==> src/rtl/rv32v_hazard_pkg.sv <==
// rv32v_hazard_pkg
// Shared types and defaults for the RV32V vector issue/hazard path.
// Holds the issue-controller state encoding and default sizing for the
// element count and the retire watchdog.
package rv32v_hazard_pkg;

    localparam int VLMAX_DEF   = 32;
    localparam int TIMEOUT_DEF = 1024;

    typedef enum logic [2:0] {
        ST_IDLE  = 3'd0,
        ST_DRAIN = 3'd1,
        ST_BUSY  = 3'd2,
        ST_DONE  = 3'd3,
        ST_FLUSH = 3'd4
    } vissue_state_t;

endpackage

==> src/rtl/rv32v_vector_issue_ctrl_if.sv <==
// rv32v_vector_issue_ctrl_if
// Bundle between decode/ROB/hazard unit and the vector issue controller.
//   master : drives v_start, v_vl, v_is_cfg, elem_retire, exception_v,
//            busy_ex, busy_mem; observes the controller outputs.
//   slave  : the controller; drives v_busy, v_done, v_decode_done,
//            stall_front, flush_front, csr_update, v_timeout,
//            elem_remaining.
interface rv32v_vector_issue_ctrl_if
    import rv32v_hazard_pkg::*;
#(
    parameter int VL_W = $clog2(VLMAX_DEF) + 1
);
    logic            v_start;
    logic [VL_W-1:0] v_vl;
    logic            v_is_cfg;
    logic            elem_retire;
    logic            exception_v;
    logic            busy_ex;
    logic            busy_mem;

    logic            v_busy;
    logic            v_done;
    logic            v_decode_done;
    logic            stall_front;
    logic            flush_front;
    logic            csr_update;
    logic            v_timeout;
    logic [VL_W-1:0] elem_remaining;

    modport master (
        output v_start, v_vl, v_is_cfg, elem_retire, exception_v, busy_ex, busy_mem,
        input  v_busy, v_done, v_decode_done, stall_front, flush_front,
               csr_update, v_timeout, elem_remaining
    );

    modport slave (
        input  v_start, v_vl, v_is_cfg, elem_retire, exception_v, busy_ex, busy_mem,
        output v_busy, v_done, v_decode_done, stall_front, flush_front,
               csr_update, v_timeout, elem_remaining
    );

endinterface

==> src/rtl/rv32v_retire_counter.sv <==
// rv32v_retire_counter
// Down-counter of vector elements still to retire.
//   clk, rst  : clock, async active-high reset
//   load      : load load_val
//   dec       : decrement by one, saturating at 0
//   clear     : force to 0 (highest priority)
//   count     : current value
//   zero      : count == 0
module rv32v_retire_counter #(
    parameter int VL_W = 6
) (
    input  logic            clk,
    input  logic            rst,
    input  logic            load,
    input  logic            dec,
    input  logic            clear,
    input  logic [VL_W-1:0] load_val,
    output logic [VL_W-1:0] count,
    output logic            zero
);

    always_ff @(posedge clk or posedge rst) begin
        if (rst) begin
            count <= '0;
        end else if (clear) begin
            count <= '0;
        end else if (load) begin
            count <= load_val;
        end else if (dec && count != '0) begin
            count <= count - VL_W'(1);
        end
    end

    assign zero = (count == '0);

endmodule

==> src/rtl/rv32v_vector_issue_ctrl.sv <==
// rv32v_vector_issue_ctrl
// Holds a vector instruction in decode, waits for the scalar EX/MEM stages
// to drain, tracks element retirement and raises front-end stall/flush.
// Serializes vsetvl (csr_update on completion) and aborts hung operations
// through a retire watchdog with a sticky v_timeout flag.
//   clk, rst : clock, async active-high reset
//   bus      : slave side of rv32v_vector_issue_ctrl_if
module rv32v_vector_issue_ctrl
    import rv32v_hazard_pkg::*;
#(
    parameter int VLMAX   = VLMAX_DEF,
    parameter int TIMEOUT = TIMEOUT_DEF
) (
    input logic                        clk,
    input logic                        rst,
    rv32v_vector_issue_ctrl_if.slave   bus
);

    localparam int VL_W = $clog2(VLMAX) + 1;
    localparam int TO_W = $clog2(TIMEOUT);

    vissue_state_t   state;
    vissue_state_t   state_nxt;
    logic            cfg_q;
    logic [TO_W-1:0] wd;
    logic [TO_W-1:0] wd_inc;
    logic            wd_expire;
    logic            cnt_load;
    logic            cnt_dec;
    logic            cnt_clear;
    logic            cnt_zero;
    logic [VL_W-1:0] elem_cnt;

    rv32v_retire_counter #(.VL_W(VL_W)) u_retire_cnt (
        .clk      (clk),
        .rst      (rst),
        .load     (cnt_load),
        .dec      (cnt_dec),
        .clear    (cnt_clear),
        .load_val (bus.v_vl),
        .count    (elem_cnt),
        .zero     (cnt_zero)
    );

    // The watchdog fires in the cycle it would reach TIMEOUT-1, so the
    // abort lands after TIMEOUT-1 consecutive retire-free BUSY cycles.
    assign wd_inc    = wd + TO_W'(1);
    assign wd_expire = (state == ST_BUSY) && !bus.elem_retire && (wd_inc == TO_W'(TIMEOUT - 1));

    // Exceptions win over everything else; entering FLUSH clears the
    // element count so it already reads 0 during the flush cycle.
    always_comb begin
        state_nxt = state;
        cnt_load  = 1'b0;
        cnt_dec   = 1'b0;
        cnt_clear = 1'b0;
        case (state)
            ST_IDLE: begin
                if (bus.v_start && bus.exception_v) begin
                    state_nxt = ST_FLUSH;
                    cnt_clear = 1'b1;
                end else if (bus.v_start) begin
                    state_nxt = ST_DRAIN;
                    cnt_load  = 1'b1;
                end
            end
            ST_DRAIN: begin
                if (bus.exception_v) begin
                    state_nxt = ST_FLUSH;
                    cnt_clear = 1'b1;
                end else if (!bus.busy_ex && !bus.busy_mem) begin
                    state_nxt = cnt_zero ? ST_DONE : ST_BUSY;
                end
            end
            ST_BUSY: begin
                if (bus.exception_v || wd_expire) begin
                    state_nxt = ST_FLUSH;
                    cnt_clear = 1'b1;
                end else if (bus.elem_retire) begin
                    cnt_dec = 1'b1;
                    if (elem_cnt == VL_W'(1)) begin
                        state_nxt = ST_DONE;
                    end
                end
            end
            ST_DONE:  state_nxt = ST_IDLE;
            ST_FLUSH: state_nxt = ST_IDLE;
            default:  state_nxt = ST_IDLE;
        endcase
    end

    always_ff @(posedge clk or posedge rst) begin
        if (rst) begin
            state <= ST_IDLE;
        end else begin
            state <= state_nxt;
        end
    end

    // The cfg bit travels with the instruction and is dropped on abort.
    always_ff @(posedge clk or posedge rst) begin
        if (rst) begin
            cfg_q <= 1'b0;
        end else if (cnt_load) begin
            cfg_q <= bus.v_is_cfg;
        end else if (cnt_clear) begin
            cfg_q <= 1'b0;
        end
    end

    // Watchdog counts only retire-free BUSY cycles and restarts on any retire.
    always_ff @(posedge clk or posedge rst) begin
        if (rst) begin
            wd <= '0;
        end else if (state != ST_BUSY || bus.elem_retire || bus.exception_v || wd_expire) begin
            wd <= '0;
        end else begin
            wd <= wd_inc;
        end
    end

    always_ff @(posedge clk or posedge rst) begin
        if (rst) begin
            bus.v_timeout <= 1'b0;
        end else if (wd_expire) begin
            bus.v_timeout <= 1'b1;
        end
    end

    // stall_front is Mealy in IDLE so decode holds the instruction in the
    // very cycle it presents v_start; gated by rst so reset shows all zeros.
    assign bus.v_busy         = (state == ST_DRAIN) || (state == ST_BUSY);
    assign bus.stall_front    = !rst && (((state == ST_IDLE) && bus.v_start && !bus.exception_v)
                                         || bus.v_busy);
    assign bus.v_done         = (state == ST_DONE);
    assign bus.v_decode_done  = (state == ST_DONE);
    assign bus.csr_update     = (state == ST_DONE) && cfg_q;
    assign bus.flush_front    = (state == ST_FLUSH);
    assign bus.elem_remaining = elem_cnt;

endmodule

==> src/flat_wrapper.sv <==
// flat-port wrapper written by rule: the top's interface ports become plain ports
module rv32v_vector_issue_ctrl_flat import rv32v_hazard_pkg::*;
#(
    parameter int VLMAX   = VLMAX_DEF,
    parameter int TIMEOUT = TIMEOUT_DEF
)
  (clk, rst, bus_v_start, bus_v_vl, bus_v_is_cfg, bus_elem_retire, bus_exception_v, bus_busy_ex, bus_busy_mem, bus_v_busy, bus_v_done, bus_v_decode_done, bus_stall_front, bus_flush_front, bus_csr_update, bus_v_timeout, bus_elem_remaining);
  rv32v_vector_issue_ctrl_if #(.VL_W(($clog2(VLMAX) + 1))) bus_i ();
  input logic clk;
  input logic rst;
  input wire logic [$bits(bus_i.v_start)-1:0] bus_v_start;
  input wire logic [$bits(bus_i.v_vl)-1:0] bus_v_vl;
  input wire logic [$bits(bus_i.v_is_cfg)-1:0] bus_v_is_cfg;
  input wire logic [$bits(bus_i.elem_retire)-1:0] bus_elem_retire;
  input wire logic [$bits(bus_i.exception_v)-1:0] bus_exception_v;
  input wire logic [$bits(bus_i.busy_ex)-1:0] bus_busy_ex;
  input wire logic [$bits(bus_i.busy_mem)-1:0] bus_busy_mem;
  output wire logic [$bits(bus_i.v_busy)-1:0] bus_v_busy;
  output wire logic [$bits(bus_i.v_done)-1:0] bus_v_done;
  output wire logic [$bits(bus_i.v_decode_done)-1:0] bus_v_decode_done;
  output wire logic [$bits(bus_i.stall_front)-1:0] bus_stall_front;
  output wire logic [$bits(bus_i.flush_front)-1:0] bus_flush_front;
  output wire logic [$bits(bus_i.csr_update)-1:0] bus_csr_update;
  output wire logic [$bits(bus_i.v_timeout)-1:0] bus_v_timeout;
  output wire logic [$bits(bus_i.elem_remaining)-1:0] bus_elem_remaining;
  assign bus_i.v_start = bus_v_start;
  assign bus_i.v_vl = bus_v_vl;
  assign bus_i.v_is_cfg = bus_v_is_cfg;
  assign bus_i.elem_retire = bus_elem_retire;
  assign bus_i.exception_v = bus_exception_v;
  assign bus_i.busy_ex = bus_busy_ex;
  assign bus_i.busy_mem = bus_busy_mem;
  assign bus_v_busy = bus_i.v_busy;
  assign bus_v_done = bus_i.v_done;
  assign bus_v_decode_done = bus_i.v_decode_done;
  assign bus_stall_front = bus_i.stall_front;
  assign bus_flush_front = bus_i.flush_front;
  assign bus_csr_update = bus_i.csr_update;
  assign bus_v_timeout = bus_i.v_timeout;
  assign bus_elem_remaining = bus_i.elem_remaining;
  rv32v_vector_issue_ctrl #(.VLMAX(VLMAX), .TIMEOUT(TIMEOUT)) u_core (.clk(clk), .rst(rst), .bus(bus_i));
endmodule
==> config.mk <==
export PLATFORM = sky130hd
export DESIGN_NAME = rv32v_vector_issue_ctrl_flat
export DESIGN_NICKNAME = d
export VERILOG_FILES = /design/src/rtl/rv32v_hazard_pkg.sv /design/src/rtl/rv32v_vector_issue_ctrl_if.sv /design/src/rtl/rv32v_retire_counter.sv /design/src/rtl/rv32v_vector_issue_ctrl.sv /design/src/flat_wrapper.sv
export SDC_FILE = /design/constraint.sdc
export NUM_CORES = 1
export LEC_CHECK = 0
export BUFFER_PORTS_ARGS = -buffer_cell sky130_fd_sc_hd__buf_4
export CORE_MARGIN = 5
export CORE_UTILIZATION = 49
export CTS_CLUSTER_DIAMETER = 60
export DETAILED_ROUTE_END_ITERATION = 10
export GPL_TIMING_DRIVEN = 0
export PLACE_DENSITY = 0.86
export SYNTH_ARGS = -nofsm -noshare
export SYNTH_HDL_FRONTEND = slang
export SYNTH_HIERARCHICAL = 1
export SYNTH_SLANG_ARGS = --single-unit
==> constraint.sdc <==
create_clock -name clk -period 2.6 [get_ports clk]
set_input_delay 0 -clock clk [delete_from_list [all_inputs] [get_ports clk]]
set_output_delay 0 -clock clk [all_outputs]
set_load 0.1 [all_outputs]
==> qor.txt, run 1 <==
Status = finished clean
Peak supply drop = 0.8252 mV
Reg power frac = 34.6%
GR Overflow Total = 0
Final Hold Fails = 0
Max-cap violation count = 0
Final wirelength = 3.582 mm
Worst relative slew slack = 58.59%
CP max stage delay = 0.50 ns
Slew Viols, Final = 0
Worst-Skew Late Latency = 0.31 ns
Hold Crit Class = in2reg
Die width = 63.53 um
Fin nets = 229
Overall Global Routing Usage = 18.75%
Worst flop-to-flop path endpoint = u_core/u_retire_cnt/count[1]
Register bit total from synthesis = 21
Max H-tree Level = 1
Post-synth cell types = 44
Num ports = 27
Fin crit share = 94.65%
Yosys top cell area share = 37.43%
TritonCTS Sinks = 21
Place WS = -0.3497 ns
Num CTS Buffers = 3
Pin count of the biggest net entering global routing = 17
Yosys warning count = 6
Highest clock rate = 406.4 MHz
Share of layout cells above drive strength 1 = 25.24%
Post-synth EDFFs = 0
Synth area leader = dfrtp_1
Post-Route Utilization = 67.11%
Number of global-route vias before repair = 1404
Synthesized instance count = 165
GP Congestion = 0.8270
Most frequent cells in the layout = buf_4, nor2_1, dfrtp_1
Clock transition at path regs = 0.12 ns
Commonest non-fill, non-tap cell in the layout = buf_4
Design Power = 0.001319 W
Core Region = 0.002758 mm^2
Clock Tree Buf Depth = 2
CP startpoint = u_core/wd[0]
RSZ-0062 raised after global routing = yes
Die Height = 63.53 um
Critical Path, Cell by Cell = ha_2 -> or4_1 -> a21boi_1 -> o2111ai_2 -> nor3_4 -> o21ba_4 -> nor3_1 -> o211ai_1 -> o311ai_0
Crit. End Element = register
Worst endpoint required time = 2.78 ns
Post-DR wirelength/cell = 14.86 um
Async set-reset flop share out of synthesis = 100.0%
Clock Power Share = 12.2%
Cell internal pwr = 0.0006310 W
Vias = 1381
Finish-stage setup viols = 0
Final min period = 2.461 ns
Syn Nets = 183
Setup crit start kind = register
Reg2reg path depth = 9
Post-Syn Area = 0.001404 mm^2
Switching Fraction = 52.17%
Via/cell ratio = 5.730
CTS root buffer = clkbuf_4
Post-Syn Area per Cell = 8.508 um^2
NetSw = 0.0006882 W
Crit-path slowest cell = or4_1
Slew of the pin with the lowest slew margin = 0.6205 ns
Logic pwr share = 53.2%
Diodes inserted = 0
Setup Skew = 0.002871 ns
Crit path kind = reg2reg
Die area = 0.004035 mm^2
Post-DP HPWL = 2.359 mm
Reg2reg setup slack = 0.14 ns
Primary FF master, synth = dfrtp_1
Starting density of the core = 50.91%
Core Rows = 19
Synth area leaders = dfrtp_1, nor2_1, xor2_1, ha_1, nor3_1
Starting DRT DRC Count = 109
Area grow syn2layout = 31.82%
PD cells = 712.8 mW/mm^2
Crit path capture = u_core/u_retire_cnt/count[1]
First-pass GRT wire length = 6.216 mm
Static leakage = 0.8026 nW
Initial antenna violation count = 0
Drt pass-1 iters = 4
Setup ws final = 0.1392 ns
DR DRC count = 0
Reg2reg start = u_core/wd[0]
Part of the Yosys area used for sequential elements = 37.43%
CTS tree = yes
PortBufs = 26
CP max FO = 8
Min Hold Slack = 0.03557 ns
CP Data Arrival Time = 2.64 ns
Antenna Nets Post-Route = 0
[worst min-delay path by stage]
stage,start,end,slack [ns],cells past startpoint
floorplan,rst,u_core/u_retire_cnt/count[0],-0.21,1
global placement,rst,u_core/u_retire_cnt/count[3],-0.06,2
detailed placement,rst,u_core/u_retire_cnt/count[4],-0.06,2
CTS,bus_elem_retire,u_core/wd[1],0.04,4
global route,bus_elem_retire,u_core/wd[4],0.04,3
finish,bus_elem_retire,u_core/wd[4],0.04,3
[layout make-up]
cell class                 count  area [um^2]
tap                           31        38.79
buffer                         6        26.28
inverter                      13        48.80
timing repair buffer          44        357.8
sequential                    21        528.0
fill                         218        907.1
clock buffer                   3        22.52
clock inverter                 1        5.005
multi-input combinational    122        823.3
[cells by family (layout without fill, tap and decap cells)]
family	after synthesis	in the layout	synth area share, %
xor+xnor	7	7	4.367
flops	21	21	37.43
simple gates	74	74	29.23
fa+ha+maj	4	4	3.565
buf+inv	22	67	6.150
compound gates	37	37	19.25
[sequential cells by signal (all words and copies together), names as in the netlist]
name	flops
u_core/wd	10
u_core/u_retire_cnt/count	6
u_core/state	3
u_core/bus.v_timeout	1
u_core/cfg_q	1
[worst max-delay path: cells and delay by family, from the launching register on]
family,cells,cell delay (ns)
AOI/OAI and AO/OA,5,0.85
and+or+nand+nor,3,0.77
adders and majority gates,1,0.25
DFF,1,0.46
[cells in the mapped netlist, types with 2 or more instances]
master and n:
inv_1 13, o211ai_1 5, xor2_1 6, o21a_1 3, or3_1 2, nor2b_1 2
o21ba_2 2, or4b_1 2, or4_1 2, nand3_1 3, a221oi_1 3, o21ai_0 7
nand2b_1 4, dfrtp_1 21, and3_1 2, and2_1 4, nor2_1 20, nor3_1 10
clkbuf_1 7, ha_1 4, nand2_1 10, a21oi_1 9, nand4_1 3
[what timing repair did]
action / in CTS / in global routing
hold buffers: 11 / 0
setup buffers: 1 / 6
gates cloned: 0 / 0
hold endpoints to repair: 29 / 0
pin swaps: 1 / 3
resized for setup: 4 / 5
setup endpoints to repair: 6 / 3
[layer usage]
layer / vias up / global-route usage, % / part of all wire [%]
met5: - / 0 / 0
met3: 8 / 2.309 / 4.5
met4: 0 / 9.610 / 2.0
li1: 676 / - / -
met2: 46 / 30.46 / 51
met1: 651 / 24.17 / 43
[per-stage QoR]
stage	cell area (um^2)	setup TNS (ns)	cells
3_3_place_gp	1640	-0.7123	222
2_1_floorplan	1406	0	165
5_1_grt	1851	-0.01787	241
4_1_cts	1794	0	236
3_5_place_dp	1640	-0.9681	222
6_report	1851	0	241
[power by group through the flow]
stage                     Combinational [W]  Sequential [W]  Clock (W)
after global placement             0.000681        0.000442          0
after detailed placement           0.000688        0.000447          0
final                              0.000701        0.000457   0.000161
after CTS                          0.000701        0.000444   0.000165
after global routing               0.000745        0.000469   0.000179
after floorplan                    0.000298        0.000677          0
(Power assumes the default switching activity.)
==> run 2, diff against run 1 <==
--- a/config.mk
+++ b/config.mk
@@ -7,11 +7,11 @@
 export LEC_CHECK = 0
 export BUFFER_PORTS_ARGS = -buffer_cell sky130_fd_sc_hd__buf_4
 export CORE_MARGIN = 5
-export CORE_UTILIZATION = 49
+export CORE_UTILIZATION = 35
 export CTS_CLUSTER_DIAMETER = 60
 export DETAILED_ROUTE_END_ITERATION = 10
 export GPL_TIMING_DRIVEN = 0
-export PLACE_DENSITY = 0.86
+export PLACE_DENSITY = 0.68
 export SYNTH_ARGS = -nofsm -noshare
 export SYNTH_HDL_FRONTEND = slang
 export SYNTH_HIERARCHICAL = 1
==> qor.txt, run 2 (synthesized netlist as in run 1, its figures left out) <==
Switching Fraction = 50.37%
First-pass GRT wire length = 5.168 mm
Crit path kind = reg2reg
Setup crit start kind = register
Worst-Skew Late Latency = 0.26 ns
Reg2reg setup slack = 0.14 ns
Post-Route Utilization = 45.64%
Drt pass-1 iters = 4
WHS Path Cells = 3
Via/cell ratio = 5.048
Die width = 73.33 um
Commonest non-fill, non-tap cell in the layout = buf_4
Diodes inserted = 0
Num CTS Buffers = 3
Reg2reg start = u_core/wd[0]
CP Data Arrival Time = 2.59 ns
TritonCTS Sinks = 21
Largest regs = u_core/wd: 10 flops, u_core/u_retire_cnt/count: 6 flops, u_core/state: 3 flops
Core Region = 0.003943 mm^2
Core Rows = 23
Setup Skew = 0.002725 ns
Final Hold Fails = 0
Final wirelength = 3.140 mm
Final min period = 2.462 ns
Die area = 0.005377 mm^2
Starting DRT DRC Count = 118
Die Height = 73.33 um
PortBufs = 26
Share of layout cells above drive strength 1 = 22.89%
Vias = 1267
CP max stage delay = 0.51 ns
Overall Global Routing Usage = 12.19%
Number of global-route vias before repair = 1120
Worst relative slew slack = 60.30%
Peak supply drop = 0.2731 mV
Fin crit share = 94.70%
Initial antenna violation count = 0
Clock Tree Buf Depth = 2
Clock transition at path regs = 0.08 ns
Finish-stage setup viols = 0
CTS tree = yes
NetSw = 0.0006795 W
Most frequent cells in the layout = buf_4, dfrtp_1, nor2_1
Starting density of the core = 35.61%
DR DRC count = 0
Status = finished clean
Max-cap violation count = 0
Worst endpoint required time = 2.73 ns
Reg2reg path depth = 9
GR Overflow Total = 0
Design Power = 0.001349 W
GP Congestion = 0.8212
Max H-tree Level = 1
Hold Crit Class = in2reg
Fin nets = 220
Clock Power Share = 16.2%
Crit-path slowest cell = or4_1
Pin count of the biggest net entering global routing = 17
Cell internal pwr = 0.0006696 W
Highest clock rate = 406.2 MHz
RSZ-0062 raised after global routing = no
Post-DR wirelength/cell = 12.51 um
Hold Crit Endpoint = u_core/u_retire_cnt/count[3]
Slew of the pin with the lowest slew margin = 0.5948 ns
Worst flop-to-flop path endpoint = u_core/u_retire_cnt/count[1]
Max FFs per register = 10
Largest Register = u_core/wd
CP max FO = 9
Slew Viols, Final = 0
Area grow syn2layout = 28.16%
Antenna Nets Post-Route = 0
Static leakage = 0.7671 nW
Critical Path, Cell by Cell = ha_2 -> or4_1 -> a21boi_1 -> o2111ai_2 -> nor3_4 -> o21ba_4 -> nor3_1 -> o211ai_1 -> o311ai_0
Post-DP HPWL = 2.326 mm
Crit. End Element = register
Reg power frac = 32.8%
Num ports = 27
PD cells = 749.8 mW/mm^2
CTS root buffer = clkbuf_8
Hold path startpoint = bus_v_vl[3]
Logic pwr share = 51.0%
[run 2: cell count changes in the layout (fill, tap and decap cells not counted), moves of 3 or more]
cell | before | now
dlygate4sd3_1 | 11 | 6
buf_4 | 34 | 30
clkbuf_4 | 3 | 0
clkbuf_8 | 0 | 3
[run 2: area by class of cell]
type,instances,area [um^2]
clock inverter,1,5.005
timing repair buffer,35,277.8
fill,372,2143
buffer,6,26.28
clock buffer,3,41.29
inverter,13,48.80
tap,50,62.56
sequential,21,526.8
multi-input combinational,122,810.8
[run 2: worst max-delay path by stage]
stage / startpoint / end / slack [ns]
after global placement: u_core/wd[0] / u_core/u_retire_cnt/count[1] / -0.40
after detailed placement: u_core/wd[0] / u_core/u_retire_cnt/count[1] / -0.38
final: u_core/wd[0] / u_core/u_retire_cnt/count[1] / 0.14
after global routing: u_core/wd[0] / u_core/u_retire_cnt/count[1] / 0.001
after CTS: u_core/wd[0] / u_core/u_retire_cnt/count[1] / 0.003
after floorplan: u_core/wd[0] / u_core/u_retire_cnt/count[1] / 0.03
[run 2: worst max-delay path: cells and delay by family, from the launching register on]
| kind | cells | cell delay [ns] |
|---|---|---|
| compound gates | 5 | 0.83 |
| flops | 1 | 0.43 |
| simple gates | 3 | 0.80 |
| fa+ha+maj | 1 | 0.25 |
[run 2: power groups by stage]
stage	Sequential [W]	Clock (W)	Combinational [W]
detailed placement	0.000438	0	0.000691
CTS	0.000433	0.000226	0.000699
finish	0.000442	0.000219	0.000688
global placement	0.000436	0	0.000692
global route	0.000453	0.000237	0.000731
floorplan	0.000677	0	0.000298
[run 2: per-layer routing]
| metal | vias to the layer above | track usage, % | routed length, um |
|---|---|---|---|
| met5 | - | 0 | 0 |
| met1 | 587 | 18.01 | 1601 |
| li1 | 658 | - | - |
| met4 | 0 | 4.628 | 31 |
| met2 | 20 | 17.68 | 1381 |
| met3 | 2 | 2.052 | 126 |
[run 2: what timing repair did]
action                                  CTS  global route
gates resized for setup                   3             2
hold buffers                              6             0
pin swaps                                 1             2
endpoints found under the setup margin    6             3
setup buffers                             1             2
hold endpoints to repair                 26             0
[run 2: metrics by stage]
step	area (um^2)	std cells	TNS [ns]	setup WS (ns)	hold WS, ns
CTS	1784	250	0	0.002625	0.01142
finish	1799	251	0	0.1379	0.01452
detailed placement	1664	241	-1.175	-0.3821	-0.03764
floorplan	1406	165	0	0.03324	-0.2090
global placement	1664	241	-1.227	-0.4026	-0.04231
global route	1799	251	0	0.001371	0.01199
==> run 3, diff against run 2 <==
--- a/config.mk
+++ b/config.mk
@@ -6,6 +6,7 @@
 export NUM_CORES = 1
 export LEC_CHECK = 0
 export BUFFER_PORTS_ARGS = -buffer_cell sky130_fd_sc_hd__buf_4
+export CORE_ASPECT_RATIO = 1.75
 export CORE_MARGIN = 5
 export CORE_UTILIZATION = 35
 export CTS_CLUSTER_DIAMETER = 60
==> qor.txt, run 3 (synthesized netlist as in run 1, its figures left out) <==
Status = finished clean
Hold Crit Class = in2reg
Finish-stage setup viols = 0
Fillers = 395
Non-filler cells, final = 248
Logic pwr share = 51.2%
Most frequent cells in the layout = buf_4, dfrtp_1, nor2_1
Clock transition at path regs = 0.07 ns
Final min period = 2.473 ns
CP Data Arrival Time = 2.59 ns
Crit. End Element = register
Fin nets = 219
CP max FO = 9
Reg power frac = 33.1%
GR Overflow Total = 0
Pin count of the biggest net entering global routing = 17
CP max stage delay = 0.51 ns
Vias = 1326
Core Region = 0.003866 mm^2
Clock Power Share = 15.7%
Core Rows = 30
Num ports = 27
Initial antenna violation count = 0
Commonest non-fill, non-tap cell in the layout = buf_4
Largest regs = u_core/wd: 10 flops, u_core/u_retire_cnt/count: 6 flops, u_core/state: 3 flops
Starting density of the core = 36.31%
DR DRC count = 0
Static leakage = 0.7683 nW
Crit-path slowest cell = or4_1
Starting DRT DRC Count = 19
Overall Global Routing Usage = 13.50%
Worst endpoint required time = 2.72 ns
Drt pass-1 iters = 4
TritonCTS Sinks = 21
GP Congestion = 0.7620
Cell internal pwr = 0.0006751 W
Clock Tree Buf Depth = 2
Slew of the pin with the lowest slew margin = 0.5928 ns
Die width = 57.88 um
Final Hold Fails = 0
Global route hottest layer = met2
Design Power = 0.001361 W
Highest clock rate = 404.3 MHz
Setup_tns = 0 ns
Met3 Usage GRT = 1.651%
Largest Register = u_core/wd
Worst-Skew Late Latency = 0.26 ns
CTS tree = yes
Buf+Inv Stages, Crit Path = 0
CP top delay family = compound AO/OA/AOI/OAI gates
Num CTS Buffers = 3
GRT met2 Usage = 28.02%
Crit path kind = reg2reg
RSZ-0062 raised after global routing = no
Inst Count DP = 239
GR Layer Usage met1 = 12.83%
PortBufs = 26
Setup crit start kind = register
Post-DP HPWL = 2.772 mm
First-pass GRT wire length = 5.802 mm
Final wirelength = 3.597 mm
Via/cell ratio = 5.347
Die Height = 93.78 um
Antenna Nets Post-Route = 0
Share of layout cells above drive strength 1 = 23.50%
CTS root buffer = clkbuf_8
Fin crit share = 95.13%
Setup Skew = 0.004211 ns
Die area = 0.005428 mm^2
Max FFs per register = 10
Number of global-route vias before repair = 1337
Peak supply drop = 0.7910 mV
Worst relative slew slack = 60.44%
Max-cap violation count = 0
Max H-tree Level = 1
Switching Fraction = 50.39%
Critical Path, Cell by Cell = ha_4 -> or4_1 -> a21boi_1 -> o2111ai_2 -> nor3_4 -> o21ba_4 -> nor3_1 -> o211ai_1 -> o311ai_0
PD cells = 753.1 mW/mm^2
Slew Viols, Final = 0
NetSw = 0.0006856 W
Area grow syn2layout = 28.70%
Diodes inserted = 0
Post-DR wirelength/cell = 14.50 um
-- run 3: tightest hold or removal path: cells and delay by family --
family	cells	cell delay (ns)
compound gates	1	0.06
buf+inv	2	0.15
-- run 3: through the flow --
step	cell area (um^2)	util, %	worst slack [ns]	hold slack (ns)
3_3_place_gp	1662	42.98	-0.4121	-0.03395
6_report	1807	46.73	0.1266	0.003358
5_1_grt	1807	46.73	0.03108	0.009984
2_1_floorplan	1406	-	0.03324	-0.2090
3_5_place_dp	1662	42.98	-0.4598	-0.03860
4_1_cts	1778	45.99	0.007873	0.004225
-- run 3: what timing repair did --
action,in CTS,in global routing
pin swaps,2,2
gates resized for setup,6,2
setup buffers,2,2
gates cloned,0,0
endpoints found under the hold margin,24,0
hold buffers,4,0
endpoints found under the setup margin,6,3
-- run 3: cell type report --
type | instances | area (um^2) | area share (%)
timing repair buffer | 34 | 265.3 | 14.68
tap | 48 | 60.06 | 3.324
inverter | 13 | 48.80 | 2.701
sequential | 21 | 525.5 | 29.09
buffer | 6 | 26.28 | 1.454
multi-input combinational | 122 | 835.8 | 46.26
clock buffer | 4 | 45.04 | 2.493
-- run 3: power groups by stage --
stage,Combinational (W),Sequential [W],Clock [W]
after global placement,0.000690,0.000444,0
after global routing,0.000733,0.000460,0.000229
after CTS,0.000705,0.000440,0.000217
final,0.000697,0.000450,0.000214
after detailed placement,0.000696,0.000443,0
after floorplan,0.000298,0.000677,0
-- run 3: worst paths after layout --
| path | from | endpoint | slack, ns | depth (start not counted) |
|---|---|---|---|---|
| worst max-delay path | u_core/wd[0] | u_core/u_retire_cnt/count[1] | 0.13 | 9 |
| min in group asynchronous | rst | u_core/u_retire_cnt/count[0] | 0.24 | 3 |
| max in group asynchronous | rst | u_core/wd[5] | 1.84 | 3 |
| worst max register to register | u_core/wd[0] | u_core/u_retire_cnt/count[1] | 0.13 | 9 |
| worst min register to register | u_core/bus.v_timeout | u_core/bus.v_timeout | 0.48 | 1 |
| worst min-delay path | bus_v_vl[4] | u_core/u_retire_cnt/count[4] | 0.003 | 3 |
-- run 3: routing by layer --
layer / wire (um) / up-vias / share of wire, %
met1: 1324 / 636 / 37
met5: 0 / - / 0
li1: - / 655 / -
met3: 126 / 6 / 3.5
met4: 50 / 0 / 1.4
met2: 2095 / 29 / 58
